`src/rtl/serial_adder_ctrl_pkg.sv`:
```
// Shared definitions for the bit-serial adder: FSM state encoding and default width.
package serial_adder_ctrl_pkg;

    localparam int SAC_WIDTH = 8;

    typedef enum logic [1:0] {
        IDLE  = 2'd0,
        SHIFT = 2'd1,
        DONE  = 2'd2
    } sac_state_e;

endpackage

```
`src/rtl/serial_adder_ctrl_fa_bit.sv`:
```
// One-bit full-adder cell; the serial controller feeds it one bit pair per clock.
module fa_bit (
    input  logic a,
    input  logic b,
    input  logic cin,
    output logic s,
    output logic cout
);

    assign s    = a ^ b ^ cin;
    assign cout = (a & b) | (cin & (a ^ b));

endmodule

```
`src/rtl/serial_adder_ctrl.sv`:
```
// Bit-serial WIDTH-bit adder: LSB-first through one fa_bit cell with a carry FF.
// sum/cout update only on the final-bit edge, so partial results are never visible.
module serial_adder_ctrl
    import serial_adder_ctrl_pkg::*;
#(
    parameter int WIDTH = SAC_WIDTH,
    localparam int CNT_W = $clog2(WIDTH)
) (
    input  logic             clk,
    input  logic             rst,
    input  logic             start,
    input  logic [WIDTH-1:0] a,
    input  logic [WIDTH-1:0] b,
    input  logic             cin,
    output logic             busy,
    output logic             done,
    output logic [WIDTH-1:0] sum,
    output logic             cout
);

    sac_state_e       state_q, state_d;
    logic [WIDTH-1:0] a_sh_q, a_sh_d, b_sh_q, b_sh_d, s_sh_q, s_sh_d;
    logic [WIDTH-1:0] sum_q, sum_d;
    logic             c_q, c_d, cout_q, cout_d;
    logic [CNT_W-1:0] cnt_q, cnt_d;
    logic             fa_s, fa_co;
    logic             accept, last_bit;

    fa_bit u_fa (
        .a    (a_sh_q[0]),
        .b    (b_sh_q[0]),
        .cin  (c_q),
        .s    (fa_s),
        .cout (fa_co)
    );

    // Starts are honoured in IDLE and on the DONE cycle, never mid-operation.
    assign accept   = start && (state_q != SHIFT);
    assign last_bit = (state_q == SHIFT) && (cnt_q == CNT_W'(WIDTH - 1));

    always_ff @(posedge clk) begin
        if (rst) begin
            state_q <= IDLE;
            a_sh_q  <= '0;
            b_sh_q  <= '0;
            s_sh_q  <= '0;
            c_q     <= 1'b0;
            cnt_q   <= '0;
            sum_q   <= '0;
            cout_q  <= 1'b0;
        end else begin
            state_q <= state_d;
            a_sh_q  <= a_sh_d;
            b_sh_q  <= b_sh_d;
            s_sh_q  <= s_sh_d;
            c_q     <= c_d;
            cnt_q   <= cnt_d;
            sum_q   <= sum_d;
            cout_q  <= cout_d;
        end
    end

    always_comb begin
        state_d = state_q;
        case (state_q)
            IDLE:    if (accept) state_d = SHIFT;
            SHIFT:   if (last_bit) state_d = DONE;
            DONE:    state_d = accept ? SHIFT : IDLE;
            default: state_d = IDLE;
        endcase
    end

    always_comb begin
        a_sh_d = a_sh_q;
        b_sh_d = b_sh_q;
        s_sh_d = s_sh_q;
        c_d    = c_q;
        cnt_d  = cnt_q;
        sum_d  = sum_q;
        cout_d = cout_q;
        if (accept) begin
            a_sh_d = a;
            b_sh_d = b;
            c_d    = cin;
            cnt_d  = '0;
        end else if (state_q == SHIFT) begin
            a_sh_d = a_sh_q >> 1;
            b_sh_d = b_sh_q >> 1;
            s_sh_d = {fa_s, s_sh_q[WIDTH-1:1]};
            c_d    = fa_co;
            cnt_d  = cnt_q + CNT_W'(1);
            if (last_bit) begin
                sum_d  = {fa_s, s_sh_q[WIDTH-1:1]};
                cout_d = fa_co;
            end
        end
    end

    always_comb begin
        busy = (state_q == SHIFT);
        done = (state_q == DONE);
        sum  = sum_q;
        cout = cout_q;
    end

endmodule

```
`config.mk`:
```
export PLATFORM = sky130hd
export DESIGN_NAME = serial_adder_ctrl
export DESIGN_NICKNAME = d
export VERILOG_FILES = /design/src/rtl/serial_adder_ctrl_pkg.sv /design/src/rtl/serial_adder_ctrl_fa_bit.sv /design/src/rtl/serial_adder_ctrl.sv
export SDC_FILE = /design/constraint.sdc
export NUM_CORES = 1
export LEC_CHECK = 0
export ABC_AREA = 1
export CAP_MARGIN = 20
export CORE_UTILIZATION = 45
export CTS_BUF_LIST = sky130_fd_sc_hd__clkbuf_8 sky130_fd_sc_hd__clkbuf_16
export DETAILED_ROUTE_END_ITERATION = 16
export HOLD_SLACK_MARGIN = 0.15
export PLACE_DENSITY = 0.69
export SKIP_LAST_GASP = 1
export SLEW_MARGIN = 20
export SYNTH_ARGS = -nofsm -noshare
export SYNTH_HDL_FRONTEND = slang
export SYNTH_SLANG_ARGS = --single-unit
```
`constraint.sdc`:
```
create_clock -name clk -period 1.6 [get_ports clk]
set_clock_uncertainty 0.2 [all_clocks]
set_input_delay 0.24 -clock clk [delete_from_list [all_inputs] [get_ports clk]]
set_output_delay 0.24 -clock clk [all_outputs]
set_load 0.005 [all_outputs]
```
== Yosys cells after proc, flatten, opt, wreduce, memory -nomap -nowiden ==
Index checks and enable logic that the tools add are counted.

* Output and inout bits: 11
* Register bits: 39

* Add/sub/neg operators: 1
* Bitwise operators: 6
* Equality and inequality tests: 6
* Mux-type cells: 10
* Reduce and logical (&&, ||, !) cells: 8

{| class="wikitable"
|+ Operators by type and width
! cell !! number
|-
| 8-bit two-way mux || 4
|-
| 2-bit case mux with 3 select lines || 1
|-
| 2-bit two-way mux || 2
|-
| 2-bit by 1-bit != test with 1-bit output (second input constant) || 2
|-
| 2-bit AND reduction || 2
|-
| 3-bit by 1-bit adder with 3-bit output (second input constant) || 1
|-
| 3-bit equality test (second input constant) || 1
|-
| 1-bit two-way mux || 3
|-
| 3-bit AND reduction || 1
|-
| 1-bit AND || 2
|-
| 2-bit by 1-bit equality test with 1-bit output (second input constant) || 1
|-
| 2-bit equality test (second input constant) || 1
|-
| 1-bit logical AND || 2
|-
| 2-bit zero test || 1
|-
| 2-bit != test (second input constant) || 1
|-
| 2-bit nonzero test || 1
|-
| 2-bit OR reduction || 1
|-
| 1-bit bitwise XOR || 2
|-
| 1-bit NOT || 1
|-
| 1-bit OR || 1
|}

== Depth between registers and ports, before layout ==
Gate-level depths: netlist of run 1.

* Depth after elaboration: 5
* Depth in mapped cells: 8
* Mapped depth without buffers: 8

== Cells and area by module ==
Synthesis of run 1 repeated with hierarchy kept, for this count alone.

* Cells, all modules: 220
* Area, all modules: 1654.1 sq um

{| class="wikitable"
|+ By module, submodules not included
! module !! seq. area each (sq um) !! area an instance (sq um) !! cells each !! instances
|-
| serial_adder_ctrl || 760.7 || 1634.1 || 219 || 1
|-
| fa_bit || 0.0 || 20.0 || 1 || 1
|}

== Least setup slack after synthesis of run 1 ==
OpenSTA, ideal clock, no wires.

* Path type: register -> register
* Start: register cnt_q[0]
* End: register sum_q[2] (netlist: sum[2])
* Library setup time: 121 ps
* Data arrival time: 1016 ps
* Setup slack: 263 ps
* Cell stages (with the launch flop): 8
* Clock period less this slack: 1337 ps
* Cells stage by stage: dfxtp_1 ha_1 ha_1 inv_1 nor2_4 inv_2 nand3_1 o21ai_0

* Word-level cells in the longest chain between the ends: 3

{| class="wikitable"
|+ Ends and longest elaborated chain
! item !! RTL line !! RTL
|-
| from (decl) || serial_adder_ctrl.sv:25 || <nowiki>logic [CNT_W-1:0] cnt_q, cnt_d;</nowiki>
|-
| from (signal assigned) || serial_adder_ctrl.sv:57 || <nowiki>cnt_q <= cnt_d;</nowiki>
|-
| 3-bit equality test || serial_adder_ctrl.sv:39 || <nowiki>assign last_bit = (state_q == SHIFT) && (cnt_q == CNT_W'(WIDTH - 1));</nowiki>
|-
| 1-bit logical AND || serial_adder_ctrl.sv:39 ||
|-
| 3-bit AND reduction (no source line) || - ||
|-
| to (signal assigned) || serial_adder_ctrl.sv:58 || <nowiki>sum_q <= sum_d;</nowiki>
|-
| to (decl) || serial_adder_ctrl.sv:23 || <nowiki>logic [WIDTH-1:0] sum_q, sum_d;</nowiki>
|}

No other way between the ends.
A chain may end at the register's enable or synchronous reset.

== Worst setup path after layout of run 1 ==
* Start: register sum_q[4] (netlist: sum[4])
* End: output port sum[4]

{| class="wikitable"
|+ RTL lines
! item !! RTL line !! RTL
|-
| to (decl) || serial_adder_ctrl.sv:17 || <nowiki>output logic [WIDTH-1:0] sum,</nowiki>
|}

No word-level cell between the ends.

==> impl_metrics.csv, run 1 <==
group,metric,value,unit
outcome,status,"complete, no violations",
critical_path,path_depth,1,
floorplan,start_util,0.4842,
floorplan,die-area,3922,um2
place,gp_congestion,0.7766,
timing,rsz0062_at_grt,"false",
synth,yosysTopAreaCell,"dfxtp_1",
timing,setup_viol,0,
critical_path,crit_path_max_fanout,2,
clock_tree,cts_max_level,2,
synth,ys_types,20,
critical_path,crit_path_top_delay_cell,"clkdlybuf4s50_1",
critical_path,crit_buf_inv,1,
clock_tree,postCtsHoldBufs,0,
place,portBuffers,30,
detailed_routing,top_layer,"met4",
critical_path,crit_chain,"clkdlybuf4s50_1",
global_route,grt_pass1_vias,1258,
global_route,grt.overflow.total,0,
power,max-vdd-ir-drop,0.4217,mV
layout,fin_nets,280,
timing,slew_headroom,0.8196,
clock_tree,clock_path_buffers,2,
power,internal-power,1.418,mW
power,clockPowerShare,0.318,
synth,syn_area,1654,um2
detailed_routing,wl_per_cell,10.22,um
layout,areaGrowthSynthToFinish,29.73,%
detailed_routing,drt_wl_total,3.096,mm
critical_path,cp.arrival,1.10,ns
synth,synth_area_leaders,"dfxtp_1, nand3_1, nand2_1",
critical_path,critical_path.top_delay_family,"buffers and inverters",
min_path,hold-path-cell-count,2,
global_route,antenna_found_initial,0,
layout,utilization,0.6282,
floorplan,core,3416,um2
run,maxCapViolCount,0,
critical_path,crit_type,"flop to primary output",
synth,syn-num-nets,243,
power,cellLeakagePower,1.037,nW
timing,period_share,0.9651,
critical_path,crit_path_start_kind,"flop",
floorplan,die_x,62.63,um
synth,yosysWarnings,0,
power,p_switching,0.4725,mW
synth,yosysTopAreaCellShare,0.4599,
timing,finalMaxSlewViolations,0,
detailed_routing,drtIter0Drc,113,
global_route,grt_first_pass_wirelength,5.506,mm
detailed_routing,num_vias,1461,
detailed_routing,vias_per_cell,4.822,
timing,hold_violations,0,
floorplan,dieHeight,62.63,um
layout,drive_gt1_frac,0.1401,
synth,synth.ff_latch_count,38,
power,sw_frac_of_total,0.2500,
detailed_routing,wl_met1,1.476,mm
detailed_routing,ant_nets,0,
detailed_routing,wl_met2,1.450,mm
global_route,grt_usage,0.1785,
detailed_routing,drc,0,
clock_tree,cts_tree,"done",
clock_tree,cts_sinks,38,
timing,max_freq,647.6,MHz
floorplan,ios,31,
place,dp_hpwl,2.181,mm
detailed_routing,met3_length,117,um
synth,synthArstFlopShare,0,
floorplan,rows,21,
power,combPwrFrac,0.142,
clock_tree,clk_latency,0.28,ns
critical_path,worstPathRequired,1.16,ns
synth,syn_avg_cell_area,7.519,um2
min_path,min_path_type,"flop to flop",
timing,fin_tns_setup,0,ns
synth,synth_edf_count,0,
synth,ys.flop_type,"dfxtp_1",
power,p_per_area,880.8,nW/um2
global_route,grt_max_degree,27,
clock_tree,cts_buffers,5,
critical_path,reg2reg_depth,7,
detailed_routing,drtPass1Iterations,4,
critical_path,max_stage_delay,0.49,ns
clock_tree,ctsRootBufferMaster,"clkbuf_8",
synth,synth_cells,220,
layout,antenna_cells,0,
critical_path,end_kind,"primary output",
synth,synthTopCellsByCount,"nand3_1, dfxtp_1, nand2_1, nor2_1, inv_1",
clock_tree,cts.reportedPaths.clkPinSlew,0.07,ns
timing,min_period,1.544,ns
timing,tightest_slew,0.2703,ns
synth,synth_most_common_cell,"nand3_1",
power,seq_power_share,0.539,
synth,ys_seq_area_frac,0.4599,
[tightest hold or removal path, cell delays in order, from the launching register on]
cell	delay (ns)
dfxtp_1	0.31
nand2_1	0.06
a21oi_1	0.05
[through the flow]
| stage | cell area, um2 | total power [mW] | hold WS [ns] | std cells | setup WS, ns |
|---|---|---|---|---|---|
| after floorplan | 1654 | 1.209 | 0.1091 | 220 | 0.2629 |
| after global placement | 2049 | 1.309 | 0.2492 | 296 | 0.06878 |
| after detailed placement | 2049 | 1.313 | 0.2532 | 296 | 0.04880 |
| after CTS | 2133 | 1.909 | 0.2620 | 303 | 0.02810 |
| after global routing | 2146 | 2.003 | 0.2715 | 303 | 0.004177 |
| final | 2146 | 1.890 | 0.2608 | 303 | 0.05586 |
[logic make-up after synthesis]
logic type	share of synthesized area
AOI/OAI and AO/OA	0.06959
xor gates and xnor gates	0.005296
adders and majority gates	0.02723
DFF	0.4599
and+or+nand+nor	0.3291
buffers and inverters	0.1089
[flip-flops by register name, indices dropped and copies added, names as in the netlist]
name,count
s_sh_q,7
a_sh_q,8
c_q,1
sum,8
cnt_q,3
state_q,2
cout,1
b_sh_q,8
[area by class of cell]
cell class,instances,area (um2)
repair buffers,42,427.9
inverters,24,92.59
clock inverters,2,10.01
fillers,345,1270
flip-flops and latches,38,773.2
clock buffers,5,68.82
multi-input cells,146,715.7
well taps,46,57.56
[placed cells by master (no fill, tap or decap), types with 2 or more instances in the layout]
master,netlist,routed
nand3_1,49,49
nand2_1,38,37
dfxtp_1,38,32
clkdlybuf4s50_1,0,27
nor2_1,25,25
inv_1,21,21
o21ai_0,16,16
buf_4,4,9
a21oi_1,7,7
clkbuf_8,1,5
nand2_2,3,4
dfxtp_2,0,4
buf_12,0,3
inv_2,3,2
nor2_4,2,2
ha_1,2,2
clkinv_2,0,2
dlygate4sd2_1,0,2
dfxtp_4,0,2
[what timing repair did]
action | in CTS | in global routing
resized for setup | 6 | 7
setup endpoints to repair | 2 | 12
setup buffers | 0 | 0
pin swaps | 0 | 1
[routing by layer]
layer,track usage,up-vias
met5,0,-
met4,0.07849,0
met3,0.05474,6
met2,0.2908,33
met1,0.2154,646
li1,-,776
[path summary, 6_finish.rpt]
kind | startpoint | to | slack (ns)
max | sum[4] | sum[4] | 0.06
min | b_sh_q[7] | b_sh_q[7] | 0.26
max reg2reg | cnt_q[0] | sum[1] | 0.17
min reg2reg | b_sh_q[7] | b_sh_q[7] | 0.26
[power groups by stage]
stage	registers (mW)	logic [mW]	clock network, mW
final	1.02	0.269	0.601
after floorplan	1.04	0.173	0
after CTS	1.02	0.271	0.619
after global routing	1.03	0.304	0.673
after global placement	1.04	0.268	0
after detailed placement	1.04	0.271	0
(Power assumes the default switching activity.)
==> inputs of run 2 (changes only) <==
Settings changed: CTS_CLUSTER_SIZE from default to 8.
==> results of run 2 <==
Final layout, timing and power as in run 1 (identical DEF).
==> inputs of run 3 (changes only) <==
Settings changed: CORE_UTILIZATION 45 to 51, PLACE_DENSITY 0.69 to 0.77.
==> run 3 against run 2 <==
  * Critical path depth stayed put
  * Setup slack worse by 0.016 ns
  * Power is 0.36% higher
  * Die area is 11% lower
  * Critical endpoint unchanged
==> impl_metrics.csv, run 3 (synthesis results as in run 1) <==
group,metric,value,unit
outcome,status,"complete, no violations",
layout,multiInputGateArea,713.2,um2
layout,antenna_cells,0,
global_route,grt_first_pass_wirelength,5.740,mm
layout,utilization,0.7016,
layout,layout.cells.most_common,"nand3_1",
detailed_routing,ant_nets,0,
detailed_routing,num_vias,1489,
critical_path,reg2reg_from,"cnt_q[0]",
critical_path,worstPathRequired,1.16,ns
place,gp_congestion,0.7640,
detailed_routing,vias_per_cell,4.850,
clock_tree,cts_sinks,38,
detailed_routing,drc,0,
global_route,grt.overflow.total,0,
timing,hold_violations,0,
layout,drive_gt1_frac,0.1445,
critical_path,crit_path_start_kind,"flop",
layout,areaGrowthSynthToFinish,29.50,%
global_route,grt_pass1_vias,1323,
clock_tree,clock_path_buffers,2,
floorplan,ios,31,
critical_path,crit_chain,"clkdlybuf4s50_1",
min_path,hp-start,"cnt_q[1]",
clock_tree,cts_tree,"done",
detailed_routing,drtPass1Iterations,4,
critical_path,r2r_slack,0.11,ns
timing,tightest_slew,0.2351,ns
layout,seq_area,767.0,um2
critical_path,max_stage_delay,0.50,ns
timing,period_share,0.9750,
min_path,holdPathEnd,"cnt_q[1]",
layout,fill_cells,269,
floorplan,start_util,0.5418,
critical_path,timing.rr.end,"sum[6]",
critical_path,cp.arrival,1.12,ns
clock_tree,ctsRootBufferMaster,"clkbuf_8",
critical_path,reg2reg_depth,7,
clock_tree,cts_max_level,2,
place,portBuffers,30,
power,p_per_area,885.5,nW/um2
timing,fin_tns_setup,0,ns
place,preCtsSetupSlack,0.04095,ns
critical_path,critical_path.top_delay_family,"buffers and inverters",
run,maxCapViolCount,0,
detailed_routing,wl_per_cell,10.90,um
critical_path,end_kind,"primary output",
floorplan,die_x,58.95,um
clock_tree,clk_latency,0.29,ns
timing,hold_ws,0.2609,ns
clock_tree,cts.reportedPaths.clkPinSlew,0.07,ns
place,dp_hpwl,2.407,mm
clock_tree,cts_buffers,5,
critical_path,crit_start,"sum[4]",
min_path,hold-path-cell-count,2,
layout,fin_nets,286,
floorplan,core,3053,um2
timing,min_period,1.560,ns
power,cellLeakagePower,1.068,nW
critical_path,crit_path_top_delay_cell,"clkdlybuf4s50_1",
critical_path,crit_path_max_fanout,2,
critical_path,crit_type,"flop to primary output",
floorplan,die-area,3475,um2
timing,setup_viol,0,
global_route,antenna_found_initial,0,
floorplan,rows,20,
layout,mostFrequentLayoutCells,"nand3_1, nand2_1, dfxtp_1",
timing,slew_headroom,0.8431,
power,p_total,1.897,mW
power,max-vdd-ir-drop,0.6818,mV
timing,max_freq,641.0,MHz
global_route,grt_max_degree,19,
critical_path,crit_buf_inv,1,
floorplan,dieHeight,58.95,um
timing,finalMaxSlewViolations,0,
detailed_routing,drt_wl_total,3.346,mm
detailed_routing,drtIter0Drc,70,
timing,setup_ws,0.03997,ns
min_path,min_path_type,"flop to flop",
global_route,grt_usage,0.2214,
run 3: final cells by class:
type	count	share of cell area
inverter	24	0.04206
tap	44	0.02570
clock buffer	5	0.03213
sequential	38	0.3581
multi-input combinational	146	0.3329
timing repair buffer	48	0.2044
clock inverter	2	0.004673
run 3: worst max-delay path by stage:
stage	slack (ns)	end	cells after the start
after global routing	-0.006	sum[4]	1
after global placement	0.05	b_sh_q[6]	7
after CTS	0.01	cout	1
final	0.04	sum[4]	1
after detailed placement	0.04	a_sh_q[6]	7
after floorplan	0.26	sum[2]	7
run 3: power breakdown:
part / switching (mW) / leakage, nW / internal (mW)
Clock: 0.312 / 0.0438 / 0.292
Combinational: 0.138 / 0.712 / 0.133
Sequential: 0.0294 / 0.312 / 0.993
run 3: repair_timing:
item	CTS	global route
hold buffers	0	0
pin swaps	0	1
setup endpoints to repair	2	10
setup buffers	0	1
gates resized for setup	5	3
run 3: per-stage QoR:
stage	cells	cell area [um2]
after global placement	299	2047
after floorplan	220	1654
after global routing	307	2142
after detailed placement	299	2047
after CTS	306	2128
final	307	2142
run 3: layer usage:
metal,vias to the layer above,track usage,share of wire
li1,790,-,-
met1,662,0.2755,0.47
met2,31,0.3669,0.47
met3,6,0.05934,0.042
met4,0,0.08163,0.015
met5,-,0,0
